### config.mk
export PLATFORM = sky130hd
export DESIGN_NAME = mem_arbiter
export DESIGN_NICKNAME = d
export VERILOG_FILES = /design/src/rtl/mem_arbiter.sv
export SDC_FILE = /design/constraint.sdc
export NUM_CORES = 1
export LEC_CHECK = 0
export ABC_AREA = 0
export BUFFER_PORTS_ARGS = -buffer_cell sky130_fd_sc_hd__buf_4
export CAP_MARGIN = 0
export CELL_PAD_IN_SITES_DETAIL_PLACEMENT = 1
export CELL_PAD_IN_SITES_GLOBAL_PLACEMENT = 1
export CORE_AREA = 2 2 209 211
export CTS_CLUSTER_DIAMETER = 150
export DETAILED_ROUTE_END_ITERATION = 8
export DIE_AREA = 0 0 211 213
export GPL_TIMING_DRIVEN = 0
export PLACE_DENSITY = 0.67
export SLEW_MARGIN = 5
export SYNTH_ARGS = -nofsm -noshare
export SYNTH_HDL_FRONTEND = slang
export SYNTH_SLANG_ARGS = --single-unit
### constraint.sdc
create_clock -name clk -period 1.6 [get_ports clk]
set_input_delay 0.08 -clock clk [delete_from_list [all_inputs] [get_ports clk]]
set_output_delay 0.08 -clock clk [all_outputs]
set_load 0.1 [all_outputs]
### src/rtl/mem_arbiter.sv
// Two-requester round-robin arbiter for a single-port memory.
// It allows one outstanding transaction and aborts a transaction with a timeout error if it runs too long.
module mem_arbiter #(
   parameter int unsigned TIMEOUT = 255
) (
   input  logic        clk,
   input  logic        rst,
   input  logic        if_req,
   input  logic [63:0] if_addr,
   output logic        if_gnt,
   output logic        if_rvalid,
   output logic [63:0] if_rdata,
   input  logic        ls_req,
   input  logic        ls_wen,
   input  logic [63:0] ls_addr,
   input  logic [63:0] ls_wdata,
   input  logic [7:0]  ls_wmask,
   output logic        ls_gnt,
   output logic        ls_rvalid,
   output logic [63:0] ls_rdata,
   output logic        err,
   output logic        mem_req,
   output logic        mem_wen,
   output logic [63:0] mem_addr,
   output logic [63:0] mem_wdata,
   output logic [7:0]  mem_wmask,
   input  logic        mem_ready,
   input  logic        mem_rvalid,
   input  logic [63:0] mem_rdata
);

   localparam int unsigned AW = 64;
   localparam int unsigned DW = 64;
   localparam int unsigned MW = 8;
   localparam int unsigned CW = 8;

   typedef enum logic [1:0] {S_IDLE, S_REQ, S_RESP} state_t;

   state_t          state, state_nxt;
   logic            rr_last_ls;
   logic            owner_ls;
   logic [CW-1:0]   cnt;
   logic            wen_q;
   logic [AW-1:0]   addr_q;
   logic [DW-1:0]   wdata_q;
   logic [MW-1:0]   wmask_q;
   logic            grant_if, grant_ls;
   logic            timeout, done_mem, respond;

   // Arbitration: on a tie, the requester not served last wins; no grant while reset is held.
   always_comb begin
      grant_if = 1'b0;
      grant_ls = 1'b0;
      if (rst && state == S_IDLE) begin
         grant_if = if_req && (!ls_req || rr_last_ls);
         grant_ls = ls_req && (!if_req || !rr_last_ls);
      end
   end

   assign timeout  = (state != S_IDLE) && (cnt == CW'(TIMEOUT - 1));
   assign done_mem = (state == S_RESP) && mem_rvalid;
   assign respond  = rst && (done_mem || timeout);

   always_ff @(posedge clk) begin
      if (!rst) state <= S_IDLE;
      else      state <= state_nxt;
   end

   always_comb begin
      state_nxt = state;
      case (state)
         S_IDLE: if (grant_if || grant_ls) state_nxt = S_REQ;
         S_REQ: begin
            if (timeout)        state_nxt = S_IDLE;
            else if (mem_ready) state_nxt = S_RESP;
         end
         S_RESP: if (mem_rvalid || timeout) state_nxt = S_IDLE;
         default: state_nxt = S_IDLE;
      endcase
   end

   // Latched request, owner, round-robin pointer and timeout counter.
   always_ff @(posedge clk) begin
      if (!rst) begin
         rr_last_ls <= 1'b1;
         owner_ls   <= 1'b0;
         cnt        <= '0;
         wen_q      <= 1'b0;
         addr_q     <= '0;
         wdata_q    <= '0;
         wmask_q    <= '0;
      end else if (grant_if) begin
         rr_last_ls <= 1'b0;
         owner_ls   <= 1'b0;
         cnt        <= '0;
         wen_q      <= 1'b0;
         addr_q     <= if_addr;
         wdata_q    <= '0;
         wmask_q    <= '0;
      end else if (grant_ls) begin
         rr_last_ls <= 1'b1;
         owner_ls   <= 1'b1;
         cnt        <= '0;
         wen_q      <= ls_wen;
         addr_q     <= ls_addr;
         wdata_q    <= ls_wdata;
         wmask_q    <= ls_wmask;
      end else if (state != S_IDLE) begin
         cnt <= cnt + CW'(1);
      end
   end

   always_comb begin
      if_gnt    = grant_if;
      ls_gnt    = grant_ls;
      mem_req   = (state == S_REQ);
      mem_wen   = wen_q;
      mem_addr  = addr_q;
      mem_wdata = wdata_q;
      mem_wmask = wmask_q;
      if_rvalid = 1'b0;
      ls_rvalid = 1'b0;
      if_rdata  = '0;
      ls_rdata  = '0;
      err       = 1'b0;
      // A memory completion takes priority over a timeout in the same cycle.
      if (respond) begin
         err = !done_mem;
         if (owner_ls) begin
            ls_rvalid = 1'b1;
            if (done_mem && !wen_q) ls_rdata = mem_rdata;
         end else begin
            if_rvalid = 1'b1;
            if (done_mem) if_rdata = mem_rdata;
         end
      end
   end

endmodule

==> flow_summary.toml, run 1 <==
[run_status]
status = "finished, violations left"
violations = "setup timing"

[sta]
tightest_slew_ps = 1235
fin_crit_sh = 1.433
slew_viol_final = 0
relSlewSlack = 0.1769
fin_worst_hold_slack_ps = 101.3
layout_setup_ws_ps = -693.1
rsz0062_at_grt = "true"
finalHoldViolCount = 0
finClkSkew_ps = 12.45
setup_tns_ps = -133080
finalSetupViolCount = 283
fmax_mhz = 436.1
finalCriticalPeriod_ps = 2293

[yosys]
synth_fp_nets = 1210
synth_cell_type_count = 38
ys_warn_count = 0
synth_top_flop_cell = "dfxtp_1"
synth_top_cell_by_area = "dfxtp_1"
synth_area_mm2 = 0.007371
netlist_instances = 937
yosysSeqAreaShare = 0.4047
synthTopCellsByArea = "dfxtp_1 40%, and2_1 11%, nand3_1 9.4%"
ys_async_sr_fraction = 0
avgSynthCellArea_um2 = 7.866
yosysTopAreaCellShare = 0.4047
synth_edf_count = 0
ys_seq_elements = 149

[detailed_routing]
drtIter0Drc = 638
drc = 0
drt-pass1-iter-count = 5
postRouteAntennaNets = 0
via_count = 11850
drt_wl_total_mm = 60.42
vias_per_cell = 4.993
wl_per_cell_um = 25.46

[cts]
tritoncts = "done"
root_buffer = "clkbuf_16"
insertion_delay_ps = 470
cts_sinks = 149
clockBufferDepth = 2
cts_inserted_buffers = 17
cts.htree.levels = 4
path_clk_slew_ps = 70

[job]
maxCapViolations = 0

[pwr]
irDropWorstVdd_mv = 0.7472
clkPwrFrac = 0.265
p_comb_frac = 0.468
p_leak_nw = 8.119
p_seq_frac = 0.267
p_sw_w = 0.007108
sw_frac_of_total = 0.4364
cellPowerDensity_mw_per_mm2 = 809.1
p_int_w = 0.009179

[worst_setup_path]
end_kind = "primary output"
cp_max_fo = 7
reg2regPathDepth = 10
r2r-start = "state[1]"
path_class = "flop to primary output"
start_kind = "flop"
crit_start = "state[0]"
worstReg2RegEnd = "mem_addr[59]"
worstPathRequired_ps = 1520
cp.arrival_ps = 2210
r2r_setup_slack_ps = -680

[hold_path]
whs_endpoint = "state[1]"
holdPathStages = 4
min_path_type = "input pin to flop"
min_from = "mem_rvalid"

[layout]
n_fill_cell = 4576
regArea_mm2 = 0.002989
final_cells = 2373
syn2layout_area_growth_pct = 173.1
final_nets = 2075
drive_gt1_frac = 0.5609
postLayoutCoreUtil = 0.4715
multi_input_area_mm2 = 0.005296

[die]
initial_core_util = 0.1726
placementRows = 76
die_y_um = 213
dieArea_mm2 = 0.04494
die_w_um = 211
io-pin-count = 542
coreArea_mm2 = 0.04270

[grt]
grt_max_degree = 17
grt-ovfl-total = 0
grt_pass1_vias = 12520
grt_pass1_wl_mm = 80.78
antenna_found_initial = 14
grt.total_usage = 0.2401

[place]
numPortBuffers = 541
dp.cells = 2024
pre_cts_ws_ps = -1420
gp_congestion = 0.8459
dp_hpwl_mm = 35.59
registers in the layout (all words and copies together), names as in the netlist:
register    count
mem_wmask       8
mem_addr       64
state           2
owner_ls        1
cnt             8
mem_wdata      64
mem_wen         1
rr_last_ls      1
metrics by stage:
stage / area (µm²) / total power [W]
after detailed placement: 12390 / 0.009917
after CTS: 18040 / 0.01507
after global routing: 20130 / 0.01676
final: 20130 / 0.01629
after global placement: 12390 / 0.009857
after floorplan: 7647 / 0.008099
routing by layer:
| layer | up-vias | global-route usage | share of wire |
|---|---|---|---|
| met1 | 5790 | 0.2483 | 0.35 |
| met5 | - | 0 | 0.00022 |
| met3 | 193 | 0.06045 | 0.062 |
| met4 | 2 | 0.1472 | 0.065 |
| met2 | 640 | 0.4364 | 0.52 |
| li1 | 5223 | - | - |
power groups by stage:
stage	combinational, W	sequential, W	clock (W)
detailed placement	0.00553	0.00438	0
global route	0.00784	0.00437	0.00454
finish	0.00762	0.00435	0.00432
CTS	0.00641	0.00431	0.00435
floorplan	0.00127	0.00683	0
global placement	0.00548	0.00437	0
cells in the final DEF (no fill, tap or decap), types with 11 or more instances in the layout:
cell and n:
a21oi_1 66, a21oi_2 11, a31oi_1 56, and2_4 128
buf_12 159, buf_4 431, buf_6 42, buf_8 30
clkbuf_1 19, clkbuf_16 43, clkbuf_2 38, dfxtp_1 144
diode_2 12, dlygate4sd3_1 204, nand3_1 138, nor4_1 11
nor4_4 44, o211ai_1 65, o21ai_0 57, o21ai_2 12
cells in the mapped netlist (all sizes together) (2+ instances only):
library cell  instances
a21oi                79
a31oi                64
and2                128
buf                  18
clkbuf              102
dfxtp               149
ha                    2
inv                   5
nand2                 4
nand3               138
nor2                 12
nor2b                 2
nor4                 64
o2111ai               2
o211ai               65
o21ai                79
or3                   5
xor2                  3
worst max-delay path, stage by stage, from the launching register on:
cell	delay (ps)
dfxtp_2	330
buf_8	110
nand3b_1	230
buf_6	180
nor2_4	110
buf_12	150
buf_8	120
clkbuf_16	150
and2_4	170
buf_12	180
how the worst max path moves through the flow:
| stage | endpoint | slack, ps |
|---|---|---|
| 4_1_cts | if_gnt | -800 |
| 3_5_place_dp | ls_rdata[47] | -1420 |
| 2_1_floorplan | ls_rdata[10] | -360 |
| 3_3_place_gp | ls_rdata[47] | -1470 |
| 6_report | if_rdata[55] | -690 |
| 5_1_grt | if_rdata[55] | -770 |
final cells by class:
cell class | count | area share
clock buffer | 21 | 0.02387
buffer | 114 | 0.05538
sequential | 149 | 0.1485
tap | 546 | 0.03394
antenna | 12 | 0.001492
clock inverter | 11 | 0.006216
timing repair buffer | 852 | 0.4664
inverter | 5 | 0.001119
multi-input combinational | 663 | 0.2631
repair_timing:
| action | in CTS | in global routing |
|---|---|---|
| gates cloned | 13 | 19 |
| resized for setup | 674 | 387 |
| pin swaps | 91 | 168 |
| setup buffers | 35 | 44 |
| hold buffers | 204 | 0 |
| endpoints found under the setup margin | 283 | 282 |
| hold endpoints to repair | 139 | 0 |
logic make-up after synthesis:
family	after synthesis	synth area share
XOR/XNOR	4	0.004754
AO/OA/AOI/OAI	296	0.2383
buffers and inverters	125	0.07011
flip-flops	149	0.4047
adder cells (fa/ha/maj)	2	0.003394
AND/OR/NAND/NOR	361	0.2787
Note: power is estimated with default switching activity, not from simulation.
==> run 2, diff against run 1 <==
--- a/config.mk
+++ b/config.mk
@@ -10,12 +10,13 @@
 export CAP_MARGIN = 0
 export CELL_PAD_IN_SITES_DETAIL_PLACEMENT = 1
 export CELL_PAD_IN_SITES_GLOBAL_PLACEMENT = 1
-export CORE_AREA = 2 2 209 211
+export CORE_AREA = 2 2 213 215
 export CTS_CLUSTER_DIAMETER = 150
 export DETAILED_ROUTE_END_ITERATION = 8
-export DIE_AREA = 0 0 211 213
+export DIE_AREA = 0 0 215 217
 export GPL_TIMING_DRIVEN = 0
-export PLACE_DENSITY = 0.67
+export PLACE_DENSITY = 0.63
+export REMOVE_ABC_BUFFERS = 1
 export SLEW_MARGIN = 5
 export SYNTH_ARGS = -nofsm -noshare
 export SYNTH_HDL_FRONTEND = slang
==> constraint.sdc (replaced) <==
create_clock -name clk -period 2.6 [get_ports clk]
set_input_delay 0.13 -clock clk [delete_from_list [all_inputs] [get_ports clk]]
set_output_delay 0.13 -clock clk [all_outputs]
set_load 0.1 [all_outputs]
==> run 2 against run 1 <==
The run now ends clean. Critical endpoint is now if_gnt. Clock skew decreased by 1.9 ps. Routed wire length is 14% lower. Cell area fell by 25%. Non-clock buffer count is 179 lower. Critical path depth decreased by 4. Combinational power down 50%. Setup slack improved by 760 ps. Global-route usage down 2.6 points. Clock power down 38%. Core utilization is 13 points lower.
==> flow_summary.toml, run 2 (synthesis gave the netlist of run 1 again) <==
[die]
die_w_um = 215
placementRows = 78
coreArea_mm2 = 0.04470
io-pin-count = 542
die_y_um = 217
dieArea_mm2 = 0.04666
initial_core_util = 0.1649

[sta]
rsz0062_at_grt = "false"
finClkSkew_ps = 10.54
finalHoldViolCount = 0
fin_crit_sh = 0.9735
fmax_mhz = 395.1
relSlewSlack = 0.4706
tightest_slew_ps = 794.1
finalSetupViolCount = 0
setup_tns_ps = 0
slew_viol_final = 0
finalCriticalPeriod_ps = 2531
layout_setup_ws_ps = 68.79
fin_worst_hold_slack_ps = 143.4

[cts]
clockBufferDepth = 2
cts_sinks = 149
insertion_delay_ps = 480
cts.htree.levels = 4
cts_inserted_buffers = 17
tritoncts = "done"
path_clk_slew_ps = 60
root_buffer = "clkbuf_16"

[detailed_routing]
drt_wl_total_mm = 51.94
postRouteAntennaNets = 0
routed-wl-met2_mm = 27.45
via_count = 10670
drtIter0Drc = 502
vias_per_cell = 4.755
wl_per_cell_um = 23.14
met3_length_mm = 3.027
m1WireLength_mm = 18.62
highest_layer = "met4"
drt-pass1-iter-count = 4
drc = 0

[grt]
grt_pass1_wl_mm = 74.33
antenna_found_initial = 10
grt-ovfl-total = 0
grt_max_degree = 79
grt.total_usage = 0.2139
grt_pass1_vias = 11180

[place]
numPortBuffers = 541
dp_hpwl_mm = 34.18
placed_area_mm2 = 0.01228
gp_congestion = 0.8869
pre_cts_ws_ps = -840.5
dp.cells = 1991

[worst_setup_path]
cp_max_fo = 78
path_delay_family = "simple AND/OR/NAND/NOR gates"
slowest_delay_ps = 470
slowest_stage = "or3b_4"
r2r-start = "rr_last_ls"
worstPathRequired_ps = 2470
path_class = "flop to primary output"
crit_start = "state[0]"
path_cells = "or3b_4 > buf_16 > or3_4 > inv_1 > buf_6"
end_kind = "primary output"
cp.arrival_ps = 2400
start_kind = "flop"
cp_num_buf_inv = 3

[pwr]
p_comb_frac = 0.417
p_sw_w = 0.004003
sw_frac_of_total = 0.4374
irDropWorstVdd_mv = 0.5690
p_int_w = 0.005150
p_seq_frac = 0.291
cellPowerDensity_mw_per_mm2 = 603.0
p_leak_nw = 6.381
clkPwrFrac = 0.291

[layout]
syn2layout_area_growth_pct = 105.9
final_nets = 1901
final_cells = 2244
final_common_cell = "buf_4"
final_cell_area_mm2 = 0.01518
n_fill_cell = 5315
layout_common_cells = "530 x buf_4, 203 x dlygate4sd3_1, 147 x dfxtp_1, 138 x nand3_1, 128 x and2_1"
drive_gt1_frac = 0.3850

[job]
maxCapViolations = 0

[hold_path]
min_path_type = "input pin to flop"
min_from = "if_req"

[run_status]
status = "complete, no violations"
run 2: worst paths after layout:
kind	end	slack, ps	cells past startpoint
worst min register to register	mem_wmask[6]	480	2
worst max-delay path	if_gnt	70	5
worst max register to register	mem_wdata[12]	200	8
worst min-delay path	mem_addr[16]	140	4
run 2: final cells by class:
| type | instances | area [µm²] | area share |
|---|---|---|---|
| diodes | 5 | 12.51 | 0.0008243 |
| clock buffers | 19 | 452.9 | 0.02984 |
| clock inverters | 11 | 151.4 | 0.009974 |
| inverters | 5 | 21.27 | 0.001401 |
| multi-input cells | 668 | 3979 | 0.2621 |
| flip-flops and latches | 149 | 2990 | 0.1970 |
| well taps | 600 | 750.7 | 0.04946 |
| repair buffers | 787 | 6820 | 0.4493 |
run 2: worst min-delay path: cells and delay by family:
| kind | cells | cell delay, ps |
|---|---|---|
| buffers and inverters | 2 | 260 |
| AO/OA/AOI/OAI | 1 | 120 |
| AND/OR/NAND/NOR | 1 | 70 |
run 2: routing by layer:
metal	vias up	global-route usage
met5	-	0
met4	0	0.1175
met3	104	0.05241
met2	486	0.4029
met1	5246	0.2162
li1	4834	-
run 2: power groups by stage:
stage	clock, W	combinational [W]	sequential, W
floorplan	0	0.000673	0.00421
global placement	0	0.00335	0.00269
detailed placement	0	0.00349	0.00270
CTS	0.00275	0.00380	0.00266
global route	0.00282	0.00395	0.00269
finish	0.00267	0.00382	0.00266
run 2: timing repair:
item                                    in CTS  in global routing
gates resized for setup                     25                  9
buffers inserted                             4                  5
endpoints found under the setup margin     169                 40
endpoints found under the hold margin      139                  0
hold buffers                               203                  0
pin swaps                                    4                  3
cloned                                       5                  1
run 2: metrics by stage:
stage,util,power (W)
floorplan,-,0.004881
global placement,0.2614,0.006037
detailed placement,0.2748,0.006186
CTS,0.3373,0.009211
global route,0.3396,0.009461
finish,0.3396,0.009152
==> run 3, diff against run 2 <==
--- a/config.mk
+++ b/config.mk
@@ -16,7 +16,6 @@
 export DIE_AREA = 0 0 215 217
 export GPL_TIMING_DRIVEN = 0
 export PLACE_DENSITY = 0.63
-export REMOVE_ABC_BUFFERS = 1
 export SLEW_MARGIN = 5
 export SYNTH_ARGS = -nofsm -noshare
 export SYNTH_HDL_FRONTEND = slang
==> constraint.sdc (replaced) <==
create_clock -name clk -period 2.9 [get_ports clk]
set_input_delay 0.145 -clock clk [delete_from_list [all_inputs] [get_ports clk]]
set_output_delay 0.145 -clock clk [all_outputs]
set_load 0.1 [all_outputs]
==> run 3 against run 2 <==
Register-to-register slack worse by 40 ps. Routed wire length shrank 8.3%. Sequential power fell by 11%. Combinational power shrank 13%. Sequential cell count unchanged. Clock skew fell by 3.2 ps. Critical endpoint is now mem_addr[6]. Worst hold slack got worse by 83 ps. Critical path depth rose by 3. Die area unchanged.
==> flow_summary.toml, run 3 (synthesis gave the netlist of run 1 again) <==
[sta]
relSlewSlack = 0.4894
finalCriticalPeriod_ps = 2742
rsz0062_at_grt = "false"
finalHoldViolCount = 0
fin_crit_sh = 0.9454
finalSetupViolCount = 0
fmax_mhz = 364.7
tightest_slew_ps = 765.9
slew_viol_final = 0
layout_setup_ws_ps = 158.3
finClkSkew_ps = 7.335

[layout]
regArea_mm2 = 0.002983
drive_gt1_frac = 0.3553
layout_common_cells = "546 x buf_4, 202 x dlygate4sd3_1, 149 x dfxtp_1, 138 x nand3_1, 128 x and2_1"
multi_input_area_mm2 = 0.003896
n_fill_cell = 5387
postLayoutCoreUtil = 0.3345
final_cell_area_mm2 = 0.01495
final_common_cell = "buf_4"
syn2layout_area_growth_pct = 102.8
final_nets = 1977

[worst_setup_path]
slowest_stage = "dlygate4sd3_1"
critPathMostFrequentCell = "clkbuf_2"
r2r-start = "state[1]"
crit_end = "mem_addr[6]"
end_kind = "flop"
r2r_setup_slack_ps = 160
start_kind = "flop"
path_cells = "or3b_1 > buf_2 > buf_4 > clkbuf_2 > clkbuf_2 > o211ai_1 > a31oi_1 > dlygate4sd3_1"
reg2regPathDepth = 8
worstPathRequired_ps = 3260
cp_max_fo = 10
slowest_delay_ps = 570
worstReg2RegEnd = "mem_addr[6]"
cp.arrival_ps = 3100
crit_start = "state[1]"
path_class = "flop to flop"

[grt]
grt-ovfl-total = 0
grt_max_degree = 17
grt_busiest_layer = "met2"
grt_pass1_wl_mm = 70.58
grt.total_usage = 0.1981
use_met2 = 0.3633
grtUsageMet1 = 0.2148
grt_pass1_vias = 11470
antenna_found_initial = 4
met3_usage = 0.05101

[cts]
path_clk_slew_ps = 70
root_buffer = "clkbuf_16"
cts_sinks = 149
tritoncts = "done"
clockBufferDepth = 2
insertion_delay_ps = 480
cts.htree.levels = 4
cts_inserted_buffers = 17

[job]
maxCapViolations = 0

[place]
placed_area_mm2 = 0.01220
pre_cts_ws_ps = -156.4
gp_congestion = 0.8589
numPortBuffers = 541
dp_hpwl_mm = 34.54

[die]
placementRows = 78
die_w_um = 215
io-pin-count = 542
die_y_um = 217
coreArea_mm2 = 0.04470
initial_core_util = 0.1649
dieArea_mm2 = 0.04666

[detailed_routing]
drtIter0Drc = 511
drt-pass1-iter-count = 5
via_count = 10760
drc = 0
postRouteAntennaNets = 0
drt_wl_total_mm = 47.65
wl_per_cell_um = 20.54
vias_per_cell = 4.636

[hold_path]
min_path_type = "input pin to flop"

[pwr]
p_leak_nw = 6.302
irDropWorstVdd_mv = 0.4729
cellPowerDensity_mw_per_mm2 = 547.4

[run_status]
status = "complete, no violations"
==> run 3: layout make-up <==
class	count	share of cell area
clock buffers	20	0.03055
clock inverters	12	0.01188
well taps	600	0.05022
plain buffers	119	0.03440
repair buffers	749	0.4110
diodes	3	0.0005022
flip-flops and latches	149	0.1995
inverters	5	0.001255
multi-input cells	663	0.2606
==> run 3: worst max-delay path: cells and delay by family (launching register included) <==
family          cells  cell delay [ps]
compound gates      2              350
flops               1              310
simple gates        1              370
buf+inv             5             1580
==> run 3: worst min-delay path by stage <==
stage                  from       endpoint  slack [ps]  cells after the start
2_1_floorplan   ls_wdata[0]   mem_wdata[0]         290                      2
3_3_place_gp   ls_wdata[15]  mem_wdata[15]         410                      3
3_5_place_dp   ls_wdata[21]  mem_wdata[21]         420                      3
4_1_cts              if_req       state[0]          30                      4
5_1_grt              ls_req       state[0]          80                      4
6_report             if_req       state[0]          60                      4
==> run 3: what timing repair did <==
action,in CTS,in global routing
pin swaps,2,1
hold buffers,202,0
setup buffers,3,2
endpoints found under the setup margin,115,36
resized for setup,7,29
hold endpoints to repair,138,0
==> run 3: metal layers <==
layer,up-vias,wire length [µm]
met5,-,0
li1,4991,-
met2,479,24600
met4,0,1784
met3,100,2969
met1,5185,18300
==> run 3: stage by stage <==
| stage | TNS [ps] | std cells | total power, W | hold slack [ps] |
|---|---|---|---|---|
| finish | 0 | 2320 | 0.008183 | 60.58 |
| global route | 0 | 2320 | 0.008480 | 84.98 |
| CTS | 0 | 2315 | 0.008222 | 25.72 |
| detailed placement | -1826 | 2079 | 0.005453 | 416.2 |
| global placement | -30740 | 2078 | 0.005427 | 409.1 |
| floorplan | 0 | 937 | 0.004447 | 292.7 |
==> run 3: power by group <==
group / internal [W] / leakage, nW / total [W] / switching (W)
Clock: 0.00148 / 0.298 / 0.00248 / 0.000996
Sequential: 0.00225 / 1.22 / 0.00237 / 0.000124
Combinational: 0.000932 / 4.78 / 0.00333 / 0.00240
Total: 0.00466 / 6.30 / 0.00818 / 0.00352
